$ cat config.mk
export PLATFORM = sky130hd
export DESIGN_NAME = branch_target_buffer
export DESIGN_NICKNAME = d
export VERILOG_FILES = /design/src/rtl/branch_target_buffer.sv
export SDC_FILE = /design/constraint.sdc
export NUM_CORES = 1
export LEC_CHECK = 0
export CORE_ASPECT_RATIO = 0.9
export CORE_MARGIN = 8
export CORE_UTILIZATION = 54
export CTS_CLUSTER_DIAMETER = 120
export DETAILED_ROUTE_END_ITERATION = 8
export HOLD_SLACK_MARGIN = 0.05
export PLACE_DENSITY = 0.76
export RECOVER_POWER = 100
export SKIP_CTS_REPAIR_TIMING = 1
export SYNTH_ARGS = -nofsm -noshare
export SYNTH_HDL_FRONTEND = slang
export SYNTH_SLANG_ARGS = --single-unit
$ cat constraint.sdc
create_clock -name clk -period 3.4 [get_ports clk]
set_clock_uncertainty 0.05 [all_clocks]
set_input_delay 0.51 -clock clk [delete_from_list [all_inputs] [get_ports clk]]
set_output_delay 0.51 -clock clk [all_outputs]
set_load 0.03 [all_outputs]
$ cat src/rtl/branch_target_buffer.sv
// Direct-mapped branch target buffer with 2-bit prediction counters, a write-first
// update bypass, an IF/ID side register and saturating hit/update statistics.
module branch_target_buffer #(
  parameter int ENTRIES = 16,
  parameter int CNT_W   = 16
) (
  input  logic             clk,
  input  logic             rst,
  input  logic [31:0]      i_PC,
  input  logic             i_PC_Stall,
  input  logic             i_IFID_Stall,
  input  logic             i_Flush_IF_ID,
  input  logic             i_Invalidate,
  input  logic             i_Upd_WE,
  input  logic [31:0]      i_Upd_PC,
  input  logic [31:0]      i_Upd_Target,
  input  logic [1:0]       i_Upd_Ctrl,
  output logic             o_Hit,
  output logic             o_PredTaken,
  output logic [31:0]      o_PredTarget,
  output logic             o_IFID_PcMatchValid,
  output logic [1:0]       o_IFID_Ctrl,
  output logic [31:0]      o_IFID_Target,
  output logic [CNT_W-1:0] o_Hit_Count,
  output logic [CNT_W-1:0] o_Upd_Count
);

  localparam int IDX_W = $clog2(ENTRIES);
  localparam int TAG_W = 30 - IDX_W;
  localparam logic [1:0]       CTRL_WEAK_NT = 2'b01;
  localparam logic [CNT_W-1:0] CNT_ONE      = {{(CNT_W-1){1'b0}}, 1'b1};

  typedef struct packed {
    logic [TAG_W-1:0] tag;
    logic [31:0]      target;
    logic [1:0]       ctrl;
  } entry_t;

  entry_t             mem [ENTRIES];
  logic [ENTRIES-1:0] valid;

  logic [IDX_W-1:0] lu_idx, up_idx;
  logic [TAG_W-1:0] lu_tag, up_tag;
  logic             wr_accept, bypass, stored_hit;
  logic [1:0]       lu_ctrl;
  logic             unused_pc_bits;

  assign lu_idx = i_PC[IDX_W+1:2];
  assign lu_tag = i_PC[31:IDX_W+2];
  assign up_idx = i_Upd_PC[IDX_W+1:2];
  assign up_tag = i_Upd_PC[31:IDX_W+2];
  assign unused_pc_bits = ^{i_PC[1:0], i_Upd_PC[1:0]};

  // Invalidate wins over a same-cycle write: the write is dropped entirely.
  assign wr_accept  = i_Upd_WE && !i_Invalidate;
  assign bypass     = wr_accept && (up_idx == lu_idx) && (up_tag == lu_tag);
  assign stored_hit = valid[lu_idx] && (mem[lu_idx].tag == lu_tag);

  // NOTE: every output of a combinational block gets a default first so no latch is inferred.
  always_comb begin
    o_Hit        = 1'b0;
    o_PredTarget = 32'h0;
    lu_ctrl      = CTRL_WEAK_NT;
    if (bypass) begin
      o_Hit        = 1'b1;
      o_PredTarget = i_Upd_Target;
      lu_ctrl      = i_Upd_Ctrl;
    end else if (stored_hit) begin
      o_Hit        = 1'b1;
      o_PredTarget = mem[lu_idx].target;
      lu_ctrl      = mem[lu_idx].ctrl;
    end
  end

  assign o_PredTaken = o_Hit && lu_ctrl[1];

  // NOTE: tag/target/ctrl storage has no reset; the valid bits alone decide whether an entry is live.
  always_ff @(posedge clk) begin
    if (rst && wr_accept) begin
      mem[up_idx] <= '{tag: up_tag, target: i_Upd_Target, ctrl: i_Upd_Ctrl};
    end
  end

  // NOTE: sequential state uses non-blocking assignments so all registers see pre-edge values.
  always_ff @(posedge clk or negedge rst) begin
    if (!rst) begin
      valid <= '0;
    end else if (i_Invalidate) begin
      valid <= '0;
    end else if (i_Upd_WE) begin
      valid[up_idx] <= 1'b1;
    end
  end

  // IF/ID side register: flush beats stall.
  always_ff @(posedge clk or negedge rst) begin
    if (!rst) begin
      o_IFID_PcMatchValid <= 1'b0;
      o_IFID_Ctrl         <= CTRL_WEAK_NT;
      o_IFID_Target       <= 32'h0;
    end else if (i_Flush_IF_ID) begin
      o_IFID_PcMatchValid <= 1'b0;
      o_IFID_Ctrl         <= CTRL_WEAK_NT;
      o_IFID_Target       <= 32'h0;
    end else if (!i_IFID_Stall) begin
      o_IFID_PcMatchValid <= o_Hit;
      o_IFID_Ctrl         <= lu_ctrl;
      o_IFID_Target       <= o_PredTarget;
    end
  end

  always_ff @(posedge clk or negedge rst) begin
    if (!rst) begin
      o_Hit_Count <= '0;
      o_Upd_Count <= '0;
    end else begin
      if (o_Hit && !i_PC_Stall && (o_Hit_Count != '1)) begin
        o_Hit_Count <= o_Hit_Count + CNT_ONE;
      end
      if (wr_accept && (o_Upd_Count != '1)) begin
        o_Upd_Count <= o_Upd_Count + CNT_ONE;
      end
    end
  end

endmodule

==> run metrics, run 1 <==
clock tree root buffer cell=clkbuf_16; routed wire length=106,000 um; Area after DPL=between 0.04 and 0.05 sq mm; Seq/Total Area, Yosys=74.3%; largest net degree at the start of global routing=67; run status=finished, violations left; Post-Syn Area=~0.042 sq mm; # setup viols final=approximately 100; CTS Buf Count=around 100; max-slew violation count=37; clock period minus worst slack=4.50 ns; vias in the first global route=22,797; Top Ports=roughly 200; Avg Cell Area, Syn=~21 sq um; start point of the worst hold path=o_Hit_Count[11]; FF-to-FF Start=mem[3][59]; gpl congestion=around 0.81; Max rail drop VDD=about 0.00045 V; Skew-Pair Late Insertion Delay=roughly 0.67 ns; top_reg_cell synth=edfxtp_1; CP Capture Type=output port; Vias=22,013; initial antenna violation count=7; die footprint=around 0.086 sq mm; Die H=around 280 um; failing checks=max-capacitance violations, max-slew violations, negative setup slack; Final Total Pwr=between 0.02 and 0.03 W; commonest non-fill, non-tap cells in the layout=edfxtp_1, mux4_2, dlygate4sd3_1, buf_4, clkbuf_16; f_max=222 MHz; leading cell type in the layout, fill and taps excluded=edfxtp_1; die width=309 um; Startpoint Class=register; effective utilization at floorplan=a little over half; DR iter-0 viols=2,702; WL per Instance=30.0 um; RSZ-0062 raised after global routing=yes; LEAKAGE=around 17 nW; Pwr Density=555 mW/mm^2; Total GRT Usage=24.1%; vias per inst=around 6.3; reg-to-reg slack, setup=-0.15 ns; cell count after synthesis=between 1,500 and 2,000; Slowest-stage cell, CP=mux4_1; CTS clock-pin slew for the worst setup and hold paths=~0.06 ns; Post-synth EDFFs=960; CTS tree=done; setup ws final=-1.10 ns; area of the multi-input gates=between 0.01 and 0.015 sq mm; Data arrival, critical path=just under 4 ns; Seq. cell area=a little over 0.03 sq mm; synthesized flop and latch total=1,043; Critical Path Source=mem[3][59]; required time worst endpoint=around 2.8 ns; clock sink count=around 1,000; ANT nets after route=0; Fillers=about 4,800; layout net count=between 2,000 and 3,000; Post-synth ARST share=7.96%; fraction of final layout cells sized beyond drive strength 1=a little under a third; maxcap violations=2; Pre-antenna DRT Iters=5; largest stage delay on the critical path=between 0.5 and 0.6 ns; port bufs=between 200 and 250; Hold Path End=o_Hit_Count[11]; FF-to-FF End=o_IFID_Target[24]; grt total ovfl=0; # H-tree levels=3; Final Hold Vio Count=0; Synthesis Warnings=0; post-synth net total=around 2,100; final period utilization=132%; first-pass GRT wire length=about 150,000 um; cells along the critical path=mux4_1, mux4_2, xnor2_2, nand4_1, nor4_2, and4_4, buf_12, clkbuf_16, nand3_2, nand2_2, buf_6; fin area=0.0503 sq mm; HP Class=register to register; worst slew pin tran=roughly 1.5 ns; Detailed Place HPWL=between 50,000 and 60,000 um; worst setup path class=register to output port; area delta synth->final=20.8%; final hold slack=roughly 0.44 ns; count of cell types in the netlist=52; worst-path fanout max=8; Slew HR=-1.87%; hold depth=1; clk buf depth=3; Rows=96; R2R cell count=11; core area=about 0.076 sq mm; Remaining DRCs=0
where the power goes:
| part | leakage, nW | switching, W | total, W | internal (W) |
|---|---|---|---|---|
| combinational | 5.45 | 0.00100 | 0.00177 | 0.000774 |
| sequential | 9.75 | 0.0000794 | 0.0142 | 0.0141 |
| clock | 1.73 | 0.00484 | 0.0119 | 0.00706 |
| total | 16.9 | 0.00592 | 0.0279 | 0.0220 |
synth_stat cells, types with 6 or more instances:
cell / number / share of area, %
edfxtp_1: 960 / 69
mux4_2: 271 / 15
nand2_1: 86 / 0.78
dfrtp_1: 82 / 4.9
xor2_1: 58 / 1.2
inv_1: 53 / 0.48
clkbuf_1: 49 / 0.44
xnor2_1: 39 / 0.82
mux2i_1: 38 / 0.91
a21oi_1: 36 / 0.43
buf_2: 33 / 0.40
a221oi_2: 30 / 1.1
nand3_2: 30 / 0.72
nor2_1: 30 / 0.27
nand3_1: 19 / 0.23
o22ai_1: 19 / 0.29
buf_4: 12 / 0.22
mux2_2: 12 / 0.32
nand4_1: 12 / 0.18
mux4_1: 9 / 0.57
nor3_2: 9 / 0.22
nor4_1: 8 / 0.12
buf_6: 7 / 0.19
a221oi_1: 6 / 0.13
nor3_1: 6 / 0.072
worst max path at each step:
stage	depth (start not counted)	endpoint	slack (ns)
3_3_place_gp	16	o_PredTarget[17]	-1.01
5_1_grt	11	o_PredTarget[24]	-1.17
4_1_cts	16	o_PredTarget[12]	-1.31
3_5_place_dp	16	o_PredTarget[12]	-1.10
6_report	11	o_PredTarget[24]	-1.10
2_1_floorplan	5	mem[1][0]	-0.83
layer usage:
metal	vias to the layer above	share of wire, %	global-route usage (%)	routed length [um]
met1	11586	37	32.1	39000
met2	1234	51	41.3	53700
met5	-	0.053	0	56
met3	215	9.4	4.66	9910
met4	8	2.8	5.97	2910
li1	8970	-	-	-
cell type report:
type	instances	share of cell area, %
flip-flops and latches	1043	61.5
multi-input cells	765	20.4
repair buffers	435	8.01
clock buffers	127	5.55
well taps	1029	2.56
clock inverters	66	1.56
inverters	54	0.416
diodes	2	0.00996
cells by family (layout without fill, tap and decap cells):
kind of cell | after synthesis | after routing | synth area share, %
compound gates | 103 | 103 | 2.17
xor+xnor | 97 | 97 | 2.04
fa+ha+maj | 2 | 2 | 0.0601
buf+inv | 158 | 682 | 1.80
flops | 1043 | 1043 | 74.3
mux | 330 | 330 | 16.5
other cells | 0 | 2 | 0
simple gates | 233 | 233 | 3.17
worst max-delay path: cells and delay by family, from the launching register on:
kind          cells  cell delay [ns]
xor+xnor          1             0.26
flops             1             0.37
buf+inv           3             0.54
mux               2             1.05
simple gates      5             1.05
sequential cells by signal (all words and copies together) (netlist names):
signal,cells
mem,960
o_IFID_PcMatchValid,1
o_IFID_Ctrl,2
o_Upd_Count,16
o_Hit_Count,16
valid,16
o_IFID_Target,32
metrics by stage:
stage / TNS [ns] / cells / utilization, % / worst slack [ns]
after floorplan: -588.24 / 1966 / - / -0.827
after global placement: -66.17 / 3320 / 61.4 / -1.01
after detailed placement: -71.40 / 3320 / 61.4 / -1.10
after CTS: -52.64 / 3513 / 66.1 / -1.31
after global routing: -46.90 / 3519 / 65.9 / -1.17
final: -38.81 / 3521 / 65.9 / -1.10
(Power assumes the default switching activity.)
==> run 2: changes to the inputs <==
PLACE_DENSITY = not set   (was 0.76)
PLACE_DENSITY_LB_ADDON = 0.2   (was not set)
==> run metrics, run 2 (synthesized netlist as in run 1, its figures left out) <==
core area=0.0763 sq mm (unchanged); routed wire length=101,000 um (-4.7%); CP endpoint=o_PredTarget[14]; ANT nets after route=0 (unchanged); Data arrival, critical path=3.90 ns (-0.04 ns); final period utilization=131% (-1.3 points); Final Total Pwr=0.0274 W (-1.8%); WL met3=7070 um (-29%); worst path bufs/invs=6 (+3); cells along the critical path=mux4_2, mux4_2, xnor2_2, buf_4, nand4_1, nor4_2, buf_4, and4_4, buf_12, buf_12, buf_12, nand3_4, nand2_2, buf_6; highest metal used=met5; DR iter-0 viols=2,048 (-24%); vias per inst=6.09 (-2.5%); die footprint=0.0862 sq mm (unchanged); clock sink count=1,043 (unchanged); Slowest-stage cell, CP=mux4_2; Top Ports=206 (unchanged); worst setup path class=register to output port; Slew HR=-0.546% (+1.3 points); Max rail drop VDD=0.000368 V (-19%); CP Capture Type=output port; run status=finished, violations left; setup TNS=-40.07 ns (-1.26 ns); leading cell type in the layout, fill and taps excluded=edfxtp_1; R2R cell count=17 (+6); Die H=279 um (unchanged); Final Hold Vio Count=0 (unchanged); die width=309 um (unchanged); gpl congestion=0.797 (-1.4%); Post-Route M1 WL=39,400 um (+1.0%); f_max=224 MHz (+0.96%); FF-to-FF End=o_Hit_Count[13]; Pwr Density=538 mW/mm^2 (-3.0%); Remaining DRCs=0 (unchanged); reg-to-reg slack, setup=-0.32 ns (-0.17 ns); Rows=96 (unchanged); port bufs=201 (unchanged); most frequent CP cell=buf_12; FF-to-FF Start=mem[9][53]; Seq. cell area=0.0309 sq mm (unchanged); commonest non-fill, non-tap cells in the layout=edfxtp_1, mux4_2, dlygate4sd3_1, buf_4, clkbuf_16; area delta synth->final=22.4%; Pre-antenna DRT Iters=5 (unchanged); failing checks=max-capacitance violations, max-slew violations, negative setup slack; layout net count=2,508 (-0.040%); first-pass GRT wire length=146,000 um (-4.6%); worst-path fanout max=6 (-2); Worst path depth=14 (+3); Critical Path Source=mem[9][53]; CP top delay family=multiplexers; largest stage delay on the critical path=0.52 ns (about the same); # H-tree levels=3 (unchanged); placed cell count=3,301 (-0.57%); clock tree root buffer cell=clkbuf_16; Top Registers=mem x960, o_IFID_Target x32; RSZ-0062 raised after global routing=yes; clock period minus worst slack=4.46 ns (-0.0430 ns); maxcap violations=1 (-1); worst slew pin tran=1.51 ns (-0.0198 ns); vias in the first global route=22,235 (-2.5%); effective utilization at floorplan=54.5% (unchanged); WL per Instance=28.6 um (-4.8%); required time worst endpoint=2.84 ns (about the same); non-filler cells, final=3,523 (+0.057%); final hold slack=0.447 ns (+0.00462 ns); grt total ovfl=0 (unchanged); LEAKAGE=17.1 nW (+0.71%); initial antenna violation count=4 (-3); Top reg by flops=mem; fraction of final layout cells sized beyond drive strength 1=32.5% (+0.62 points); Startpoint Class=register; fin area=0.0509 sq mm (+1.3%); Fillers=4,790 (-0.083%); Area after DPL=0.0468 sq mm (-0.20%); CTS Buf Count=104 (+0.97%); HP Class=register to register; Vias=21,467 (-2.5%); area of the multi-input gates=0.0105 sq mm (+2.6%); largest net degree at the start of global routing=71 (+6.0%); start point of the worst hold path=o_Upd_Count[9]; Total GRT Usage=22.8% (-1.3 points); # setup viols final=109 (+4.8%); max-slew violation count=29 (-22%); CTS tree=done; met2 wire len=51,600 um (-4.0%); CTS clock-pin slew for the worst setup and hold paths=0.06 ns (about the same); max reg flops=960 (unchanged); Detailed Place HPWL=58,200 um (-1.8%); setup ws final=-1.06 ns (+0.0430 ns); clk buf depth=3 (unchanged); Skew-Pair Late Insertion Delay=0.66 ns (about the same)
-- run 2: cell count changes in the layout (fill, tap and decap cells not counted), sizes merged --
| cell | delta |
|---|---|
| clkbuf | -40 |
| buf | +36 |
| clkinv | +11 |
| clkinvlp | -6 |
| inv | +5 |
| bufinv | -3 |
| clkdlybuf4s50 | +2 |
| dlygate4sd3 | -2 |
| dlymetal6s2s | -1 |
-- run 2: worst min-delay path by stage --
stage | endpoint | slack (ns) | cells after the start
after floorplan | o_Hit_Count[0] | 0.16 | 0
after global placement | o_Upd_Count[5] | 0.39 | 1
after detailed placement | o_Upd_Count[0] | 0.40 | 1
after CTS | o_Upd_Count[0] | -0.30 | 1
after global routing | o_Hit_Count[15] | 0.46 | 1
final | o_Upd_Count[9] | 0.45 | 1
-- run 2: worst register-to-register path, delay by kind of cell (launching register included) --
kind | cells | cell delay [ns]
AND/OR/NAND/NOR | 3 | 0.62
buffers and inverters | 9 | 1.21
XOR/XNOR | 2 | 0.30
flip-flops | 1 | 0.36
AO/OA/AOI/OAI | 1 | 0.09
multiplexers | 2 | 1.01
-- run 2: metal layers --
| layer | global-route usage, % | up-vias |
|---|---|---|
| met5 | 0 | - |
| met4 | 5.88 | 2 |
| met3 | 3.51 | 166 |
| met2 | 38.9 | 858 |
| met1 | 31.0 | 11445 |
| li1 | - | 8996 |
-- run 2: metrics by stage --
stage	util, %	setup WS (ns)
2_1_floorplan	-	-0.827
3_3_place_gp	61.3	-1.05
3_5_place_dp	61.3	-1.13
4_1_cts	65.8	-1.23
5_1_grt	66.8	-1.22
6_report	66.8	-1.06
-- run 2: final cells by class --
| cell class | instances | share of cell area, % |
|---|---|---|
| inverters | 54 | 0.405 |
| multi-input cells | 765 | 20.7 |
| flip-flops and latches | 1043 | 60.7 |
| well taps | 1029 | 2.53 |
| clock inverters | 73 | 1.42 |
| repair buffers | 433 | 8.99 |
| diodes | 2 | 0.00983 |
| clock buffers | 124 | 5.30 |
-- run 2: report_power, final --
| part | internal (W) | switching (W) | leakage (nW) |
|---|---|---|---|
| Combinational | 0.000758 | 0.000984 | 5.63 |
| Sequential | 0.0141 | 0.0000757 | 9.75 |
| Clock | 0.00667 | 0.00477 | 1.68 |
| Total | 0.0216 | 0.00583 | 17.1 |
